[config.mk]
export PLATFORM = sky130hd
export DESIGN_NAME = branch_resolve_unit
export DESIGN_NICKNAME = d
export VERILOG_FILES = /design/src/rtl/branch_resolve_unit.sv
export SDC_FILE = /design/constraint.sdc
export NUM_CORES = 1
export LEC_CHECK = 0
export CORE_ASPECT_RATIO = 0.75
export CORE_MARGIN = 3
export CORE_UTILIZATION = 40
export CTS_CLUSTER_SIZE = 40
export DETAILED_ROUTE_END_ITERATION = 12
export GPL_TIMING_DRIVEN = 1
export PLACE_DENSITY = 0.74
export SETUP_SLACK_MARGIN = 0.02
export SLEW_MARGIN = 20
export SYNTH_ARGS = -nofsm -noshare
export SYNTH_HDL_FRONTEND = slang
export SYNTH_SLANG_ARGS = --single-unit
[constraint.sdc]
create_clock -name clk -period 5.2 [get_ports clk]
set_clock_uncertainty 0.2 [all_clocks]
set_input_delay 1.04 -clock clk [delete_from_list [all_inputs] [get_ports clk]]
set_output_delay 1.04 -clock clk [all_outputs]
set_load 0.01 [all_outputs]
[src/rtl/branch_resolve_unit.sv]
`default_nettype none
// +----------------------------------------------------------------------------+
// | branch_resolve_unit: branch compare/resolve with 2-bit bimodal PHT         |
// | Rev 1.0 - initial release                                                  |
// +----------------------------------------------------------------------------+
module branch_resolve_unit #(
  parameter int WIDTH     = 32,
  parameter int PHT_DEPTH = 16,
  parameter int IDX_LSB   = 2
) (
  input  logic             clk,
  input  logic             rst,
  input  logic [WIDTH-1:0] lookup_pc,
  output logic             pred_taken,
  input  logic             in_valid,
  output logic             in_ready,
  input  logic [WIDTH-1:0] res_pc,
  input  logic [WIDTH-1:0] val1,
  input  logic [WIDTH-1:0] val_src2,
  input  logic [2:0]       Br_type,
  input  logic             res_pred_taken,
  output logic             out_valid,
  input  logic             out_ready,
  output logic             Br_taken,
  output logic             mispredict,
  output logic [15:0]      mispred_count
);

  localparam int IDX_W = $clog2(PHT_DEPTH);

  localparam logic [2:0] c_idle = 3'b000;
  localparam logic [2:0] c_bez  = 3'b001;
  localparam logic [2:0] c_bne  = 3'b010;
  localparam logic [2:0] c_jmp  = 3'b011;
  localparam logic [2:0] c_beq  = 3'b100;
  localparam logic [2:0] c_blt  = 3'b101;
  localparam logic [2:0] c_bge  = 3'b110;

  logic [1:0]       r_pht [PHT_DEPTH];
  logic [IDX_W-1:0] w_lookup_idx;
  logic [IDX_W-1:0] w_res_idx;
  logic             w_accept;
  logic             w_taken;
  logic             w_cond;
  logic             w_mispred;
  logic [1:0]       w_ctr;

  // Upper PC bits fall away in the cast, so distinct PCs may alias.
  assign w_lookup_idx = IDX_W'(lookup_pc >> IDX_LSB);
  assign w_res_idx    = IDX_W'(res_pc >> IDX_LSB);

  assign pred_taken = r_pht[w_lookup_idx][1];
  assign in_ready   = !out_valid || out_ready;
  assign w_accept   = in_valid && in_ready;
  assign w_ctr      = r_pht[w_res_idx];

  always_comb begin
    w_taken = 1'b0;
    case (Br_type)
      c_idle:  w_taken = 1'b0;
      c_bez:   w_taken = (val1 == '0);
      c_bne:   w_taken = (val1 != val_src2);
      c_jmp:   w_taken = 1'b1;
      c_beq:   w_taken = (val1 == val_src2);
      c_blt:   w_taken = ($signed(val1) < $signed(val_src2));
      c_bge:   w_taken = ($signed(val1) >= $signed(val_src2));
      default: w_taken = (val1 < val_src2);
    endcase
  end

  assign w_cond    = (Br_type != c_idle) && (Br_type != c_jmp);
  assign w_mispred = (Br_type != c_idle) && (w_taken != res_pred_taken);

  always_ff @(posedge clk) begin
    if (rst) begin
      out_valid     <= 1'b0;
      Br_taken      <= 1'b0;
      mispredict    <= 1'b0;
      mispred_count <= '0;
      for (int i = 0; i < PHT_DEPTH; i++) begin
        r_pht[i] <= 2'b01;
      end
    end else if (w_accept) begin
      out_valid  <= 1'b1;
      Br_taken   <= w_taken;
      mispredict <= w_mispred;
      if (w_mispred && (mispred_count != 16'hFFFF)) begin
        mispred_count <= mispred_count + 16'd1;
      end
      if (w_cond) begin
        if (w_taken && (w_ctr != 2'b11)) begin
          r_pht[w_res_idx] <= w_ctr + 2'd1;
        end else if (!w_taken && (w_ctr != 2'b00)) begin
          r_pht[w_res_idx] <= w_ctr - 2'd1;
        end
      end
    end else if (out_ready) begin
      out_valid <= 1'b0;
    end
  end

endmodule
`default_nettype wire

==> results_dict.tcl <==
set metrics [dict create \
    worstReg2RegStart "r_pht[3][1]" \
    routedWlPerCell_um 15.78 \
    post_cts_resized 0 \
    cts_buffers 5 \
    ctsHoldBuffers 0 \
    num_io_pins 157 \
    power_frac_comb 0.246 \
    setup_viol 0 \
    nets 667 \
    synth.area.top_cells "edfxtp_1, ha_1, dfxtp_1" \
    crit_arrival_ns 4.56 \
    antenna_found_initial 0 \
    finalCriticalPeriod_ns 4.783 \
    pwr_density_cell_nw_per_um2 213.3 \
    switching_share 0.2555 \
    dp_slack_ns 0.1402 \
    final_cell_mix "clkdlybuf4s50_1, inv_1, nor2_1, ha_1, edfxtp_1" \
    port_buffers 100 \
    n_fill_cell 728 \
    drt.antenna.violating_nets 0 \
    dieArea_um2 10530 \
    worst_slack_ns 0.4175 \
    worst_setup_path_end_kind "register" \
    final_common_cell "clkdlybuf4s50_1" \
    period_share 0.9197 \
    seq_area_um2 1341 \
    synth_top_area_frac 0.2576 \
    power_uw 1069 \
    antennaDiodeCount 0 \
    min-delay-start "Br_taken" \
    startpoint "val_src2[31]" \
    cp.required_ns 4.97 \
    post-cts-setup-buffers 0 \
    synth_cell_types 53 \
    dp_cells 615 \
    peakVddDrop_uv 128.0 \
    netlist_area_um2 3730 \
    drtIter0Drc 219 \
    multi_input_comb_area_um2 2160 \
    fmax_mhz 209.1 \
    finalHoldViolCount 0 \
    initial_core_util 0.4265 \
    cts_tree "yes" \
    synth_cells 403 \
    via_per_inst 5.469 \
    ys_ff_latch 51 \
    dieHeight_um 89.63 \
    critPathMaxStageDelay_ns 0.49 \
    outcome "complete, no violations" \
    yosysSeqAreaShare 0.3596 \
    max-clock-path-buffers 2 \
    areaGrowthSynthToFinish_pct 34.35 \
    grt_max_degree 23 \
    drive_gt1_frac 0.07631 \
    synth_edf_count 32 \
    path_clk_slew_ns 0.06 \
    grt_first_pass_wirelength_um 16280 \
    clock_latency_ns 0.28 \
    avgSynthCellArea_um2 9.255 \
    cts_max_level 2 \
    ctsRootBufferMaster "clkbuf_16" \
    overflow 0 \
    rsz0062_at_grt "no" \
    synth_top_area_cell "edfxtp_1" \
    power.clock.fraction 0.338 \
    power_frac_seq 0.416 \
    first_pass_iters 5 \
    timing.setup.tns_ns 0 \
    crit_slowest_cell "nor4_1" \
    async_flop_share 0 \
    leakage_uw 0.001830 \
    vias 3402 \
    drc_errors 0 \
    relSlewSlack 0.5515 \
    grt_use_total 0.1895 \
    final_cells 622 \
    first_global_vias 3540 \
    coreArea_um2 8745 \
    startpoint_type "input port" \
    dp_hpwl_um 7880 \
    syn_nets 572 \
    finalWirelength_um 9815 \
    crit_type "in -> reg" \
    row_count 29 \
    path_cells "clkdlybuf4s50_1 -> inv_1 -> ha_1 -> nand4_1 -> nor4_1 -> a21oi_1 -> nor3_1 -> nand2b_1 -> a221oi_4 -> nor2_2 -> or2_1 -> mux2i_2 -> buf_4 -> o21ai_0" \
    maxSlewViolCount 0 \
    synth-warning-count 0 \
    cap_violations 0 \
    p_int_uw 795.6 \
    hold_class "reg -> reg" \
    synth-main-ff-cell "edfxtp_1" \
    fp.dieW_um 117.5 \
    p_sw_uw 273.1 \
    worstMarginPinSlew_ns 0.6721 \
    clock-sinks 51 \
    crit_fanout 7 \
    place.gp.congestion 0.8576 \
]
power by group through the flow:
stage                     combinational (uW)  clock (uW)  sequential (uW)
after global placement                   254           0              453
final                                    263         361              445
after floorplan                          143           0              453
after global routing                     289         378              446
after CTS                                263         365              445
after detailed placement                 261           0              454
cell usage after synthesis (all sizes together) (3+ instances only):
library cell and n:
a21oi 24, and2 6, buf 7, clkbuf 11, dfxtp 19, edfxtp 32, ha 33, inv 40
mux2 3, mux4 15, nand2 30, nand2b 7, nand3 25, nand3b 3, nand4 11, nor2 35
nor2b 5, nor3 7, nor4 13, o211ai 7, o21ai 28, o31ai 6, or2 4, or3 6
state kept, by name, indices dropped and copies added, names as in the netlist:
| register | count |
|---|---|
| r_pht | 32 |
| mispred_count | 16 |
| Br_taken | 1 |
| mispredict | 1 |
| out_valid | 1 |
area by class of cell:
cell class | instances | share of cell area
Clock buffer | 6 | 0.02572
Clock inverter | 1 | 0.005993
Inverter | 40 | 0.02996
Multi-Input combinational cell | 294 | 0.4310
Sequential cell | 51 | 0.2677
Tap cell | 124 | 0.03096
Timing Repair Buffer | 106 | 0.2087
metal layers:
metal	part of all wire	vias up	track usage
met5	0	-	0
met4	0.014	0	0.05957
met3	0.061	10	0.03068
met2	0.49	106	0.3501
met1	0.44	1607	0.2333
li1	-	1679	-
critical path: cells and delay by family:
kind | cells | cell delay, ns
AO/OA/AOI/OAI | 3 | 0.76
adder cells (fa/ha/maj) | 1 | 0.33
buffers and inverters | 3 | 0.72
multiplexers | 1 | 0.30
AND/OR/NAND/NOR | 6 | 1.40
logic make-up after synthesis:
logic type,count (synthesis),share of synthesized area
buffers and inverters,58,0.06139
flip-flops,51,0.3596
XOR/XNOR,4,0.009395
AO/OA/AOI/OAI,76,0.1275
adder cells (fa/ha/maj),33,0.1107
multiplexers,20,0.1060
AND/OR/NAND/NOR,161,0.2254
through the flow:
step | instance area (um2) | utilization | hold WS (ns)
6_report | 5011 | 0.5730 | 0.2986
3_5_place_dp | 4852 | 0.5549 | 0.2833
2_1_floorplan | 3730 | - | 0.3145
5_1_grt | 5011 | 0.5730 | 0.3484
3_3_place_gp | 4852 | 0.5549 | 0.2772
4_1_cts | 5011 | 0.5730 | 0.2994
path summary, 6_finish.rpt:
check / cells past startpoint / endpoint / slack [ns]
max: 14 / r_pht[9][0] / 0.42
min: 2 / Br_taken / 0.30
max reg2reg: 6 / r_pht[9][0] / 2.34
min reg2reg: 2 / Br_taken / 0.30
Note: power is estimated with default switching activity, not from simulation.
